File: src/rtl/wf68k30l_div_writeback_pkg.sv
// Shared constants for the WF68K30L divide write-back path: opcodes, operand sizes,
// and the write-back sequencer state type.
package wf68k30l_div_writeback_pkg;

  localparam logic [6:0] DIVS = 7'd24;
  localparam logic [6:0] DIVU = 7'd25;

  localparam logic [1:0] LONG = 2'd0;
  localparam logic [1:0] WORD = 2'd1;
  localparam logic [1:0] BYTE = 2'd2;

  typedef enum logic [2:0] {
    StIdle,
    StArmed,
    StWbQ,
    StWbR,
    StFin
  } div_wb_states_t;

endpackage

File: src/rtl/wf68k30l_div_writeback_if.sv
// Bundles the ALU start fields, the divider result bus and the register-file write port
// of the divide write-back stage.
interface wf68k30l_div_writeback_if;

  logic        ALU_INIT;
  logic [6:0]  OP_IN;
  logic [1:0]  OP_SIZE;
  logic [15:0] BIW_1;
  logic [31:0] OP1;
  logic [31:0] OP2;
  logic [31:0] OP3;
  logic        DIV_ZERO;
  logic        DIV_RDY;
  logic [31:0] QUOTIENT;
  logic [31:0] REMAINDER;
  logic        VFLAG_DIV;
  logic        WB_ACK;
  logic        WB_VALID;
  logic [2:0]  WB_REG;
  logic [31:0] WB_DATA;
  logic [3:0]  CCR_NZVC;
  logic        CCR_VALID;
  logic        TRAP_DIVZERO;
  logic        BUSY;
  logic        DONE;

  modport master (
    output ALU_INIT, OP_IN, OP_SIZE, BIW_1, OP1, OP2, OP3,
    output DIV_ZERO, DIV_RDY, QUOTIENT, REMAINDER, VFLAG_DIV, WB_ACK,
    input  WB_VALID, WB_REG, WB_DATA, CCR_NZVC, CCR_VALID, TRAP_DIVZERO, BUSY, DONE
  );

  modport slave (
    input  ALU_INIT, OP_IN, OP_SIZE, BIW_1, OP1, OP2, OP3,
    input  DIV_ZERO, DIV_RDY, QUOTIENT, REMAINDER, VFLAG_DIV, WB_ACK,
    output WB_VALID, WB_REG, WB_DATA, CCR_NZVC, CCR_VALID, TRAP_DIVZERO, BUSY, DONE
  );

endinterface

File: src/rtl/wf68k30l_div_writeback_signfix.sv
// Remainder sign correction, DIVS range check and quotient N/Z flags (purely combinational).
// The range check is built only when WF68K30L_DIVS_OVF_CHECK_EN is defined.
module wf68k30l_div_writeback_signfix (
  input  logic        i_is_divs,
  input  logic        i_is_long,
  input  logic        i_dvd_neg,
  input  logic        i_dvs_neg,
  input  logic [31:0] i_quotient,
  input  logic [31:0] i_remainder,
  output logic        o_signed_ovf,
  output logic [31:0] o_rem,
  output logic        o_flag_n,
  output logic        o_flag_z
);

  // The divider delivers a magnitude; the remainder takes the dividend's sign.
  assign o_rem    = (i_is_divs && i_dvd_neg) ? (32'd0 - i_remainder) : i_remainder;
  assign o_flag_n = i_is_long ? i_quotient[31] : i_quotient[15];
  assign o_flag_z = i_is_long ? (i_quotient == 32'd0) : (i_quotient[15:0] == 16'd0);

`ifdef WF68K30L_DIVS_OVF_CHECK_EN
  logic w_word_ovf;
  logic w_long_ovf;

  // In range for a 16-bit signed result when bits 31..15 are all equal.
  assign w_word_ovf = !((i_quotient[31:15] == 17'h00000) || (i_quotient[31:15] == 17'h1ffff));
  assign w_long_ovf = (i_dvd_neg == i_dvs_neg) ? i_quotient[31]
                                               : ((i_quotient != 32'd0) && !i_quotient[31]);
  assign o_signed_ovf = i_is_divs && (i_is_long ? w_long_ovf : w_word_ovf);
`else
  logic w_unused_dvs_neg;

  assign w_unused_dvs_neg = i_dvs_neg;
  assign o_signed_ovf     = 1'b0;
`endif

endmodule

File: src/rtl/wf68k30l_div_writeback.sv
// Divide write-back stage: latches operand signs at start, turns divider results into CCR
// flags and sequences the Dq/Dr register writes. Optional macro: WF68K30L_DIVS_OVF_CHECK_EN.
module wf68k30l_div_writeback
  import wf68k30l_div_writeback_pkg::*;
(
  input  logic                         CLK,
  input  logic                         RESET_N,
  wf68k30l_div_writeback_if.slave      bus
);

  div_wb_states_t r_state, w_state_d;

  logic        r_is_divs, r_is_long, r_dvd_neg, r_dvs_neg;
  logic [2:0]  r_dq, r_dr;
  logic [31:0] r_rem;
  logic        r_wb_valid, w_wb_valid_d;
  logic [2:0]  r_wb_reg, w_wb_reg_d;
  logic [31:0] r_wb_data, w_wb_data_d;
  logic [3:0]  r_ccr, w_ccr_d;
  logic        r_ccr_valid, w_ccr_valid_d;
  logic        r_trap, w_trap_d;
  logic        r_done, w_done_d;

  logic        w_arm, w_rdy, w_ovf, w_signed_ovf, w_flag_n, w_flag_z, w_second_write;
  logic [31:0] w_rem_fix;

  // A new DIVS/DIVU start is taken in IDLE and restarts a pending ARMED operation.
  assign w_arm = bus.ALU_INIT && ((bus.OP_IN == DIVS) || (bus.OP_IN == DIVU)) &&
                 ((r_state == StIdle) || (r_state == StArmed));
  assign w_rdy = (r_state == StArmed) && bus.DIV_RDY && !w_arm;
  assign w_ovf = bus.VFLAG_DIV | w_signed_ovf;
  assign w_second_write = r_is_long && (r_dr != r_dq);

  wf68k30l_div_writeback_signfix u_signfix (
    .i_is_divs    (r_is_divs),
    .i_is_long    (r_is_long),
    .i_dvd_neg    (r_dvd_neg),
    .i_dvs_neg    (r_dvs_neg),
    .i_quotient   (bus.QUOTIENT),
    .i_remainder  (bus.REMAINDER),
    .o_signed_ovf (w_signed_ovf),
    .o_rem        (w_rem_fix),
    .o_flag_n     (w_flag_n),
    .o_flag_z     (w_flag_z)
  );

  always_ff @(posedge CLK or negedge RESET_N) begin
    if (!RESET_N) begin
      r_state <= StIdle;
    end else begin
      r_state <= w_state_d;
    end
  end

  always_comb begin
    w_state_d = r_state;
    case (r_state)
      StIdle:  if (w_arm) w_state_d = StArmed;
      StArmed: if (w_rdy) w_state_d = (bus.DIV_ZERO || w_ovf) ? StFin : StWbQ;
      StWbQ:   if (bus.WB_ACK) w_state_d = w_second_write ? StWbR : StFin;
      StWbR:   if (bus.WB_ACK) w_state_d = StFin;
      StFin:   w_state_d = StIdle;
      default: w_state_d = StIdle;
    endcase
  end

  always_comb begin
    w_wb_valid_d  = r_wb_valid;
    w_wb_reg_d    = r_wb_reg;
    w_wb_data_d   = r_wb_data;
    w_ccr_d       = r_ccr;
    w_ccr_valid_d = 1'b0;
    w_trap_d      = 1'b0;
    w_done_d      = (r_state == StFin);
    if (w_rdy) begin
      if (bus.DIV_ZERO) begin
        w_trap_d = 1'b1;
      end else if (w_ovf) begin
        w_ccr_d       = 4'b0010;
        w_ccr_valid_d = 1'b1;
      end else begin
        w_ccr_d       = {w_flag_n, w_flag_z, 2'b00};
        w_ccr_valid_d = 1'b1;
        w_wb_valid_d  = 1'b1;
        w_wb_reg_d    = r_dq;
        w_wb_data_d   = r_is_long ? bus.QUOTIENT : {w_rem_fix[15:0], bus.QUOTIENT[15:0]};
      end
    end else if ((r_state == StWbQ) && bus.WB_ACK) begin
      if (w_second_write) begin
        w_wb_reg_d  = r_dr;
        w_wb_data_d = r_rem;
      end else begin
        w_wb_valid_d = 1'b0;
      end
    end else if ((r_state == StWbR) && bus.WB_ACK) begin
      w_wb_valid_d = 1'b0;
    end
  end

  always_ff @(posedge CLK or negedge RESET_N) begin
    if (!RESET_N) begin
      r_is_divs   <= 1'b0;
      r_is_long   <= 1'b0;
      r_dvd_neg   <= 1'b0;
      r_dvs_neg   <= 1'b0;
      r_dq        <= 3'd0;
      r_dr        <= 3'd0;
      r_rem       <= 32'd0;
      r_wb_valid  <= 1'b0;
      r_wb_reg    <= 3'd0;
      r_wb_data   <= 32'd0;
      r_ccr       <= 4'd0;
      r_ccr_valid <= 1'b0;
      r_trap      <= 1'b0;
      r_done      <= 1'b0;
    end else begin
      if (w_arm) begin
        r_is_divs <= (bus.OP_IN == DIVS);
        r_is_long <= (bus.OP_SIZE == LONG);
        r_dq      <= bus.BIW_1[14:12];
        r_dr      <= bus.BIW_1[2:0];
        r_dvd_neg <= ((bus.OP_SIZE == LONG) && bus.BIW_1[10]) ? bus.OP3[31] : bus.OP2[31];
        r_dvs_neg <= (bus.OP_SIZE == WORD) ? bus.OP1[15] : bus.OP1[31];
      end
      if (w_rdy) r_rem <= w_rem_fix;
      r_wb_valid  <= w_wb_valid_d;
      r_wb_reg    <= w_wb_reg_d;
      r_wb_data   <= w_wb_data_d;
      r_ccr       <= w_ccr_d;
      r_ccr_valid <= w_ccr_valid_d;
      r_trap      <= w_trap_d;
      r_done      <= w_done_d;
    end
  end

  assign bus.WB_VALID     = r_wb_valid;
  assign bus.WB_REG       = r_wb_reg;
  assign bus.WB_DATA      = r_wb_data;
  assign bus.CCR_NZVC     = r_ccr;
  assign bus.CCR_VALID    = r_ccr_valid;
  assign bus.TRAP_DIVZERO = r_trap;
  assign bus.BUSY         = (r_state != StIdle);
  assign bus.DONE         = r_done;

endmodule

File: src/flat_wrapper.sv
// flat-port wrapper written by rule: the top's interface ports become plain ports
module wf68k30l_div_writeback_flat import wf68k30l_div_writeback_pkg::*;
  (CLK, RESET_N, bus_ALU_INIT, bus_OP_IN, bus_OP_SIZE, bus_BIW_1, bus_OP1, bus_OP2, bus_OP3, bus_DIV_ZERO, bus_DIV_RDY, bus_QUOTIENT, bus_REMAINDER, bus_VFLAG_DIV, bus_WB_ACK, bus_WB_VALID, bus_WB_REG, bus_WB_DATA, bus_CCR_NZVC, bus_CCR_VALID, bus_TRAP_DIVZERO, bus_BUSY, bus_DONE);
  wf68k30l_div_writeback_if bus_i ();
  input  logic CLK;
  input  logic RESET_N;
  input wire logic [$bits(bus_i.ALU_INIT)-1:0] bus_ALU_INIT;
  input wire logic [$bits(bus_i.OP_IN)-1:0] bus_OP_IN;
  input wire logic [$bits(bus_i.OP_SIZE)-1:0] bus_OP_SIZE;
  input wire logic [$bits(bus_i.BIW_1)-1:0] bus_BIW_1;
  input wire logic [$bits(bus_i.OP1)-1:0] bus_OP1;
  input wire logic [$bits(bus_i.OP2)-1:0] bus_OP2;
  input wire logic [$bits(bus_i.OP3)-1:0] bus_OP3;
  input wire logic [$bits(bus_i.DIV_ZERO)-1:0] bus_DIV_ZERO;
  input wire logic [$bits(bus_i.DIV_RDY)-1:0] bus_DIV_RDY;
  input wire logic [$bits(bus_i.QUOTIENT)-1:0] bus_QUOTIENT;
  input wire logic [$bits(bus_i.REMAINDER)-1:0] bus_REMAINDER;
  input wire logic [$bits(bus_i.VFLAG_DIV)-1:0] bus_VFLAG_DIV;
  input wire logic [$bits(bus_i.WB_ACK)-1:0] bus_WB_ACK;
  output wire logic [$bits(bus_i.WB_VALID)-1:0] bus_WB_VALID;
  output wire logic [$bits(bus_i.WB_REG)-1:0] bus_WB_REG;
  output wire logic [$bits(bus_i.WB_DATA)-1:0] bus_WB_DATA;
  output wire logic [$bits(bus_i.CCR_NZVC)-1:0] bus_CCR_NZVC;
  output wire logic [$bits(bus_i.CCR_VALID)-1:0] bus_CCR_VALID;
  output wire logic [$bits(bus_i.TRAP_DIVZERO)-1:0] bus_TRAP_DIVZERO;
  output wire logic [$bits(bus_i.BUSY)-1:0] bus_BUSY;
  output wire logic [$bits(bus_i.DONE)-1:0] bus_DONE;
  assign bus_i.ALU_INIT = bus_ALU_INIT;
  assign bus_i.OP_IN = bus_OP_IN;
  assign bus_i.OP_SIZE = bus_OP_SIZE;
  assign bus_i.BIW_1 = bus_BIW_1;
  assign bus_i.OP1 = bus_OP1;
  assign bus_i.OP2 = bus_OP2;
  assign bus_i.OP3 = bus_OP3;
  assign bus_i.DIV_ZERO = bus_DIV_ZERO;
  assign bus_i.DIV_RDY = bus_DIV_RDY;
  assign bus_i.QUOTIENT = bus_QUOTIENT;
  assign bus_i.REMAINDER = bus_REMAINDER;
  assign bus_i.VFLAG_DIV = bus_VFLAG_DIV;
  assign bus_i.WB_ACK = bus_WB_ACK;
  assign bus_WB_VALID = bus_i.WB_VALID;
  assign bus_WB_REG = bus_i.WB_REG;
  assign bus_WB_DATA = bus_i.WB_DATA;
  assign bus_CCR_NZVC = bus_i.CCR_NZVC;
  assign bus_CCR_VALID = bus_i.CCR_VALID;
  assign bus_TRAP_DIVZERO = bus_i.TRAP_DIVZERO;
  assign bus_BUSY = bus_i.BUSY;
  assign bus_DONE = bus_i.DONE;
  wf68k30l_div_writeback u_core (.CLK(CLK), .RESET_N(RESET_N), .bus(bus_i));
endmodule
File: config.mk
export PLATFORM = sky130hd
export DESIGN_NAME = wf68k30l_div_writeback_flat
export DESIGN_NICKNAME = d
export VERILOG_FILES = /design/src/rtl/wf68k30l_div_writeback_pkg.sv /design/src/rtl/wf68k30l_div_writeback_if.sv /design/src/rtl/wf68k30l_div_writeback_signfix.sv /design/src/rtl/wf68k30l_div_writeback.sv /design/src/flat_wrapper.sv
export SDC_FILE = /design/constraint.sdc
export NUM_CORES = 1
export LEC_CHECK = 0
export CAP_MARGIN = 20
export CORE_MARGIN = 2
export CORE_UTILIZATION = 24
export CTS_CLUSTER_SIZE = 20
export DETAILED_ROUTE_END_ITERATION = 12
export GPL_TIMING_DRIVEN = 0
export PLACE_DENSITY = 0.63
export SYNTH_ARGS = -nofsm -noshare
export SYNTH_HDL_FRONTEND = slang
export SYNTH_SLANG_ARGS = --single-unit
File: constraint.sdc
create_clock -name CLK -period 2 [get_ports CLK]
set_input_delay 0.6 -clock CLK [delete_from_list [all_inputs] [get_ports CLK]]
set_output_delay 0.6 -clock CLK [all_outputs]
set_load 0.02 [all_outputs]
### Word level (Yosys, flattened, before mapping)

Cells that the tools add are included.

* add/subtract/negate cells: 1
* equal/unequal tests: 14
* mux-type cells: 33
* bitwise operators: 1
* reductions and logical operators: 25

Operators by type and width (number)
* $mux W32: 7
* $mux W3: 11
* $logic_not A32 Y1: 1
* $sub A1 B32 Y32 const A: 1
* $logic_not A16 Y1: 1
* $eq A7 B5 Y1 const B: 2
* $mux W1: 13
* $pmux W3 S4: 1
* $reduce_and A4 Y1: 3
* $logic_and A1 B1 Y1: 9
* $ne A2 B2 Y1 const B: 4
* $eq A3 B2 Y1 const B: 2
* $reduce_bool A3 Y1: 2
* $mux W4: 1
* $ne A2 B1 Y1 const B: 2
* $reduce_bool A2 Y1: 2
* $eq A3 B1 Y1 const B: 1
* $eq A3 B3 Y1 const B: 1
* $logic_not A3 Y1: 1
* $logic_or A1 B1 Y1: 3
* $ne A3 B2 Y1 const B: 1
* $ne A3 B3 Y1: 1
* $logic_not A2 Y1: 1
* $reduce_and A2 Y1: 1
* 2 further kinds: 2

* bits in registers: 87
* bits of input ports: 192
* output and inout bits: 44
* logic and storage cells: 88

### Depth between registers and ports, before layout

* depth after elaboration: 8
* mapped depth: 8
* mapped depth without buffers: 7

### Cells and area by module

From an unflattened synthesis, not the netlist that was laid out.

* cell total of the unflattened synthesis: 476
* area, all modules: 4720.8 um^2

Modules (own cells, without submodules)
* wf68k30l_div_writeback: times used 1, cells each 353, area an instance 3860.0 um^2
* wf68k30l_div_writeback_signfix: times used 1, cells each 123, area an instance 860.8 um^2

### Least setup slack after synthesis

Ideal clock, no wire load.

* kind: input-to-reg
* start point: in bus_REMAINDER[10]
* end point: reg u_core.r_rem[28]
* data arrival time: 2.209 ns
* required time: 1.868 ns
* setup slack: -0.341 ns
* stages: 7
* path buffers: 2
* cell sequence: buf_6 or4_4 buf_6 nor4_4 a41oi_1 xnor2_1 o21ai_1

* cells in the longest elaborated chain, start to end: 2

RTL lines
* start: declaration: line flat_wrapper.sv:17 `input wire logic [$bits(bus_i.REMAINDER)-1:0] bus_REMAINDER;`
* $sub A1 B32 Y32: line wf68k30l_div_writeback_signfix.sv:17 `assign o_rem = (i_is_divs && i_dvd_neg) ? (32'd0 - i_remainder) : i_remainder;`
* $mux W32: line wf68k30l_div_writeback_signfix.sv:17
* end signal: assignment: line wf68k30l_div_writeback.sv:125 `if (w_rdy) r_rem <= w_rem_fix;`
* end: declaration: line wf68k30l_div_writeback.sv:15 `logic [31:0] r_rem;`

No other way between the ends.
A chain may end at the register's enable or synchronous reset.

### Final worst setup path

* start point: in bus_REMAINDER[3]
* end point: reg u_core.r_wb_data[25], in the netlist u_core.bus.WB_DATA[25]

* cells in the longest elaborated chain, start to end: 6

RTL lines
* $sub A1 B32 Y32: line wf68k30l_div_writeback_signfix.sv:17
* $mux W32: line wf68k30l_div_writeback_signfix.sv:17
* $mux W32: line wf68k30l_div_writeback.sv:86 `w_wb_data_d = r_is_long ? bus.QUOTIENT : {w_rem_fix[15:0], bus.QUOTIENT[15:0]};`
* $mux W32: line wf68k30l_div_writeback.sv:78 `end else if (w_ovf) begin`
* $mux W32: line wf68k30l_div_writeback.sv:76 `if (bus.DIV_ZERO) begin`
* $mux W32: line wf68k30l_div_writeback.sv:75 `if (w_rdy) begin`
* end signal: assignment: line wf68k30l_div_writeback.sv:128 `r_wb_data <= w_wb_data_d;`
* end: declaration: line wf68k30l_div_writeback.sv:18 `logic [31:0] r_wb_data, w_wb_data_d;`

No other way between the ends. The select of a mux whose other input is x is not followed.

==> impl_metrics.prom <==
# TYPE chip_impl_metric gauge
chip_impl_metric{name="yosysSeqAreaShare",unit=""} 0.466
chip_impl_metric{name="ys_seq_elements",unit=""} 86
chip_impl_info{name="topRoutingLayerUsed",value="met5"} 1
chip_impl_metric{name="nNetsFinal",unit=""} 886
chip_impl_metric{name="post-place-ws",unit="ns"} -1.22
chip_impl_metric{name="final_worst_path_period_share",unit=""} 1.00
chip_impl_info{name="setup_repair_after_global_routing_missed_its_margin",value="yes"} 1
chip_impl_metric{name="cts_sinks",unit=""} 86
chip_impl_metric{name="io_buffers",unit=""} 127
chip_impl_metric{name="tightestPinTransition",unit="ns"} 0.679
chip_impl_metric{name="timing.reg2reg.worst_path_depth",unit=""} 5
chip_impl_metric{name="ys_async_sr_fraction",unit=""} 1.00
chip_impl_metric{name="maxCapViolCount",unit=""} 0
chip_impl_metric{name="synthesis.instances",unit=""} 512
chip_impl_info{name="clock_tree_from_tritoncts",value="built"} 1
chip_impl_info{name="worstSetupEndpointType",value="flip-flop"} 1
chip_impl_metric{name="globalRouteOverflowTotal",unit=""} 0
chip_impl_metric{name="cts_max_path_buffers",unit=""} 2
chip_impl_metric{name="syn2layout_area_growth",unit="%"} 63.4
chip_impl_metric{name="finalSetupViolations",unit=""} 2
chip_impl_metric{name="peakVddDrop",unit="mV"} 0.302
chip_impl_metric{name="drtIter0Drc",unit=""} 243
chip_impl_info{name="result_of_the_run",value="complete, but fails checks"} 1
chip_impl_metric{name="yosys.area.top_type_share",unit=""} 0.466
chip_impl_metric{name="antenna_found_initial",unit=""} 1
chip_impl_metric{name="fp.coreArea",unit="um^2"} 18800
chip_impl_metric{name="num_antenna_cells",unit=""} 0
chip_impl_metric{name="dieArea",unit="um^2"} 20400
chip_impl_info{name="crit_type",value="in -> reg"} 1
chip_impl_info{name="worstSetupStartpointType",value="primary input"} 1
chip_impl_metric{name="clock_slew_at_the_register_clock_pins_of_the_worst_setup_and_hold_paths",unit="ns"} 0.06
chip_impl_metric{name="synth_fp_nets",unit=""} 705
chip_impl_metric{name="clock_tree.htree_level_count",unit=""} 3
chip_impl_metric{name="number_of_enable_flip_flop_cells_after_synthesis",unit=""} 0
chip_impl_metric{name="slew_headroom",unit=""} 0.547
chip_impl_metric{name="crit_required",unit="ns"} 2.28
chip_impl_metric{name="met2_wirelength",unit="um"} 8440
chip_impl_info{name="violations",value="negative setup slack"} 1
chip_impl_metric{name="cp_data_arrival_time",unit="ns"} 2.29
chip_impl_metric{name="finalMaxSlewViolations",unit=""} 0
chip_impl_metric{name="cts_buffers",unit=""} 9
chip_impl_metric{name="cellLeakagePower",unit="nW"} 3.21
chip_impl_metric{name="place.detailed.hpwl",unit="um"} 13100
chip_impl_metric{name="route.vias.total",unit=""} 4649
chip_impl_info{name="yosys-top-cells-area",value="dfrtp_1 (47%), nand2_1 (6.7%), a31oi_1 (6.2%)"} 1
chip_impl_metric{name="io-pin-count",unit=""} 236
chip_impl_metric{name="placed_cells_incl_taps",unit=""} 900
chip_impl_info{name="layout.cells.most_common_list",value="clkdlybuf4s50_1 (92), dfrtp_1 (83), nand2_1 (79)"} 1
chip_impl_metric{name="row_count",unit=""} 50
chip_impl_metric{name="timing_hold_violations_final",unit=""} 0
chip_impl_metric{name="drt-total-wl",unit="um"} 17900
chip_impl_metric{name="drt.antenna.violating_nets",unit=""} 0
chip_impl_metric{name="place_congestion",unit=""} 0.962
chip_impl_metric{name="cts-hold-fix-buffers",unit=""} 0
chip_impl_info{name="hp-class",value="in -> async"} 1
chip_impl_metric{name="synth.distinct_cells",unit=""} 58
chip_impl_metric{name="post_synthesis_average_cell_area",unit="um^2"} 9.03
chip_impl_metric{name="route.detailed.drc",unit=""} 0
chip_impl_metric{name="drt-vias-per-instance",unit=""} 4.86
chip_impl_metric{name="synth_area",unit="um^2"} 4620
chip_impl_metric{name="track_usage",unit=""} 0.176
chip_impl_metric{name="power_density",unit="nW/um^2"} 645
chip_impl_metric{name="worst_skew_pair.late_latency",unit="ns"} 0.35
chip_impl_metric{name="first_pass_grt_wire_length",unit="um"} 26600
chip_impl_metric{name="achievable_freq",unit="MHz"} 498
chip_impl_info{name="yosysTopAreaCell",value="dfrtp_1"} 1
chip_impl_metric{name="period_needed",unit="ns"} 2.01
chip_impl_metric{name="die_height",unit="um"} 143
chip_impl_metric{name="fp.dieW",unit="um"} 143
chip_impl_metric{name="detail_route.wl_per_cell",unit="um"} 18.7
chip_impl_metric{name="worstPathMaxFanout",unit=""} 5
chip_impl_metric{name="first_global_vias",unit=""} 4599
chip_impl_metric{name="routed-wl-met3",unit="um"} 1440
chip_impl_metric{name="final_layout_size_suffix_gt1_frac",unit=""} 0.253
chip_impl_info{name="clock_root_buffer_master",value="clkbuf_16"} 1
chip_impl_metric{name="fillCellCount",unit=""} 1863
chip_impl_metric{name="fin_total_pwr",unit="W"} 0.00487
chip_impl_metric{name="fin_worst_skew",unit="ns"} 0.00869
chip_impl_metric{name="timing.hold.ws",unit="ns"} 0.226
chip_impl_metric{name="fin_cells",unit=""} 957
chip_impl_metric{name="initial_core_util",unit=""} 0.245
chip_impl_metric{name="largest_net_degree_at_the_start_of_global_routing",unit=""} 49
chip_impl_metric{name="yosysWarningCount",unit=""} 0
chip_impl_info{name="leading_cell_type_in_the_layout_fill_and_taps_excluded",value="clkdlybuf4s50_1"} 1
chip_impl_metric{name="drtPass1Iterations",unit=""} 4
chip_impl_info{name="synth_ff_type",value="dfrtp_1"} 1
chip_impl_metric{name="met1_length",unit="um"} 7780
chip_impl_metric{name="post_layout_worst_setup_margin",unit="ns"} -0.00829
[layout make-up]
class | count | area, um^2 | share of cell area
Inverter | 7 | 31.3 | 0.00414
Multi-Input combinational cell | 380 | 2610 | 0.345
Tap cell | 260 | 325 | 0.0431
Clock inverter | 4 | 55.1 | 0.00729
Timing Repair Buffer | 175 | 1770 | 0.235
Sequential cell | 86 | 2160 | 0.286
Clock buffer | 11 | 253 | 0.0335
Buffer | 34 | 354 | 0.0469
[where the power goes]
group          leakage [nW]  switching (W)  internal [W]
logic                  1.90       0.000559      0.000520
registers              1.16       0.000103       0.00194
clock network         0.148       0.000718       0.00104
total                  3.21        0.00138       0.00349
[registers in the layout, indices dropped and copies added, names as in the netlist, 3 cells and up]
| register | cells |
|---|---|
| u_core.bus.CCR_NZVC | 3 |
| u_core.bus.WB_DATA | 32 |
| u_core.bus.WB_REG | 3 |
| u_core.r_dq | 3 |
| u_core.r_dr | 3 |
| u_core.r_rem | 32 |
| u_core.r_state | 3 |
[synthesized netlist by cell type, drive strengths merged, types with 5 or more instances]
master / n
dfrtp: 86
nand2: 82
nor2: 52
a31oi: 46
o21ai: 39
xnor2: 27
clkbuf: 24
nor4: 17
buf: 15
a21oi: 11
mux2: 9
nand3: 8
o211ai: 8
or4: 8
inv: 7
nor3: 7
nand2b: 5
or3: 5
xor2: 5
[kinds of logic (layout without fill, tap and decap cells)]
family / Yosys count / count (layout) / share of synthesized area
AO/OA/AOI/OAI: 136 / 136 / 0.192
XOR/XNOR: 32 / 32 / 0.0606
adder cells (fa/ha/maj): 1 / 1 / 0.00271
buffers and inverters: 46 / 231 / 0.0439
flip-flops: 86 / 86 / 0.466
multiplexers: 12 / 12 / 0.0284
other: 1 / 1 / 0.000811
AND/OR/NAND/NOR: 198 / 198 / 0.206
[worst max-delay path: stages]
cell,delay [ns]
buf_2,0.15
or4_4,0.55
buf_12,0.16
o31ai_1,0.23
xor2_1,0.15
o311a_1,0.31
a21oi_1,0.14
[worst paths after layout]
check                            startpoint                endpoint  slack, ns
setup / recovery           bus_REMAINDER[3]  u_core.bus.WB_DATA[25]     -0.008
hold / removal                      RESET_N   u_core.bus.WB_DATA[9]       0.23
setup reg to reg           u_core.r_is_long  u_core.bus.WB_DATA[27]       0.10
hold reg to reg             u_core.r_rem[2]         u_core.r_rem[2]       0.47
max in group asynchronous           RESET_N        u_core.r_is_divs       1.14
min in group CLK            u_core.r_rem[2]         u_core.r_rem[2]       0.47
[metrics by stage]
step / setup TNS (ns) / utilization / cell area, um^2
2_1_floorplan: -4.74 / - / 4710
3_3_place_gp: -318.84 / 0.335 / 6300
3_5_place_dp: -69.42 / 0.336 / 6330
4_1_cts: -1.03 / 0.381 / 7170
5_1_grt: -0.342 / 0.401 / 7550
6_report: -0.0155 / 0.401 / 7550
[what timing repair did]
| action | 4_1_cts | 5_1_grt |
|---|---|---|
| buffers inserted | 28 | 17 |
| gates cloned | 3 | 0 |
| setup endpoints to repair | 79 | 61 |
| pin swaps | 30 | 39 |
| gates resized for setup | 161 | 79 |
[per-layer routing]
metal | vias to the layer above | track usage
li1 | 2220 | -
met1 | 2231 | 0.233
met2 | 172 | 0.283
met3 | 24 | 0.0563
met4 | 2 | 0.0401
met5 | - | 0
Note: power is estimated with default switching activity, not from simulation.
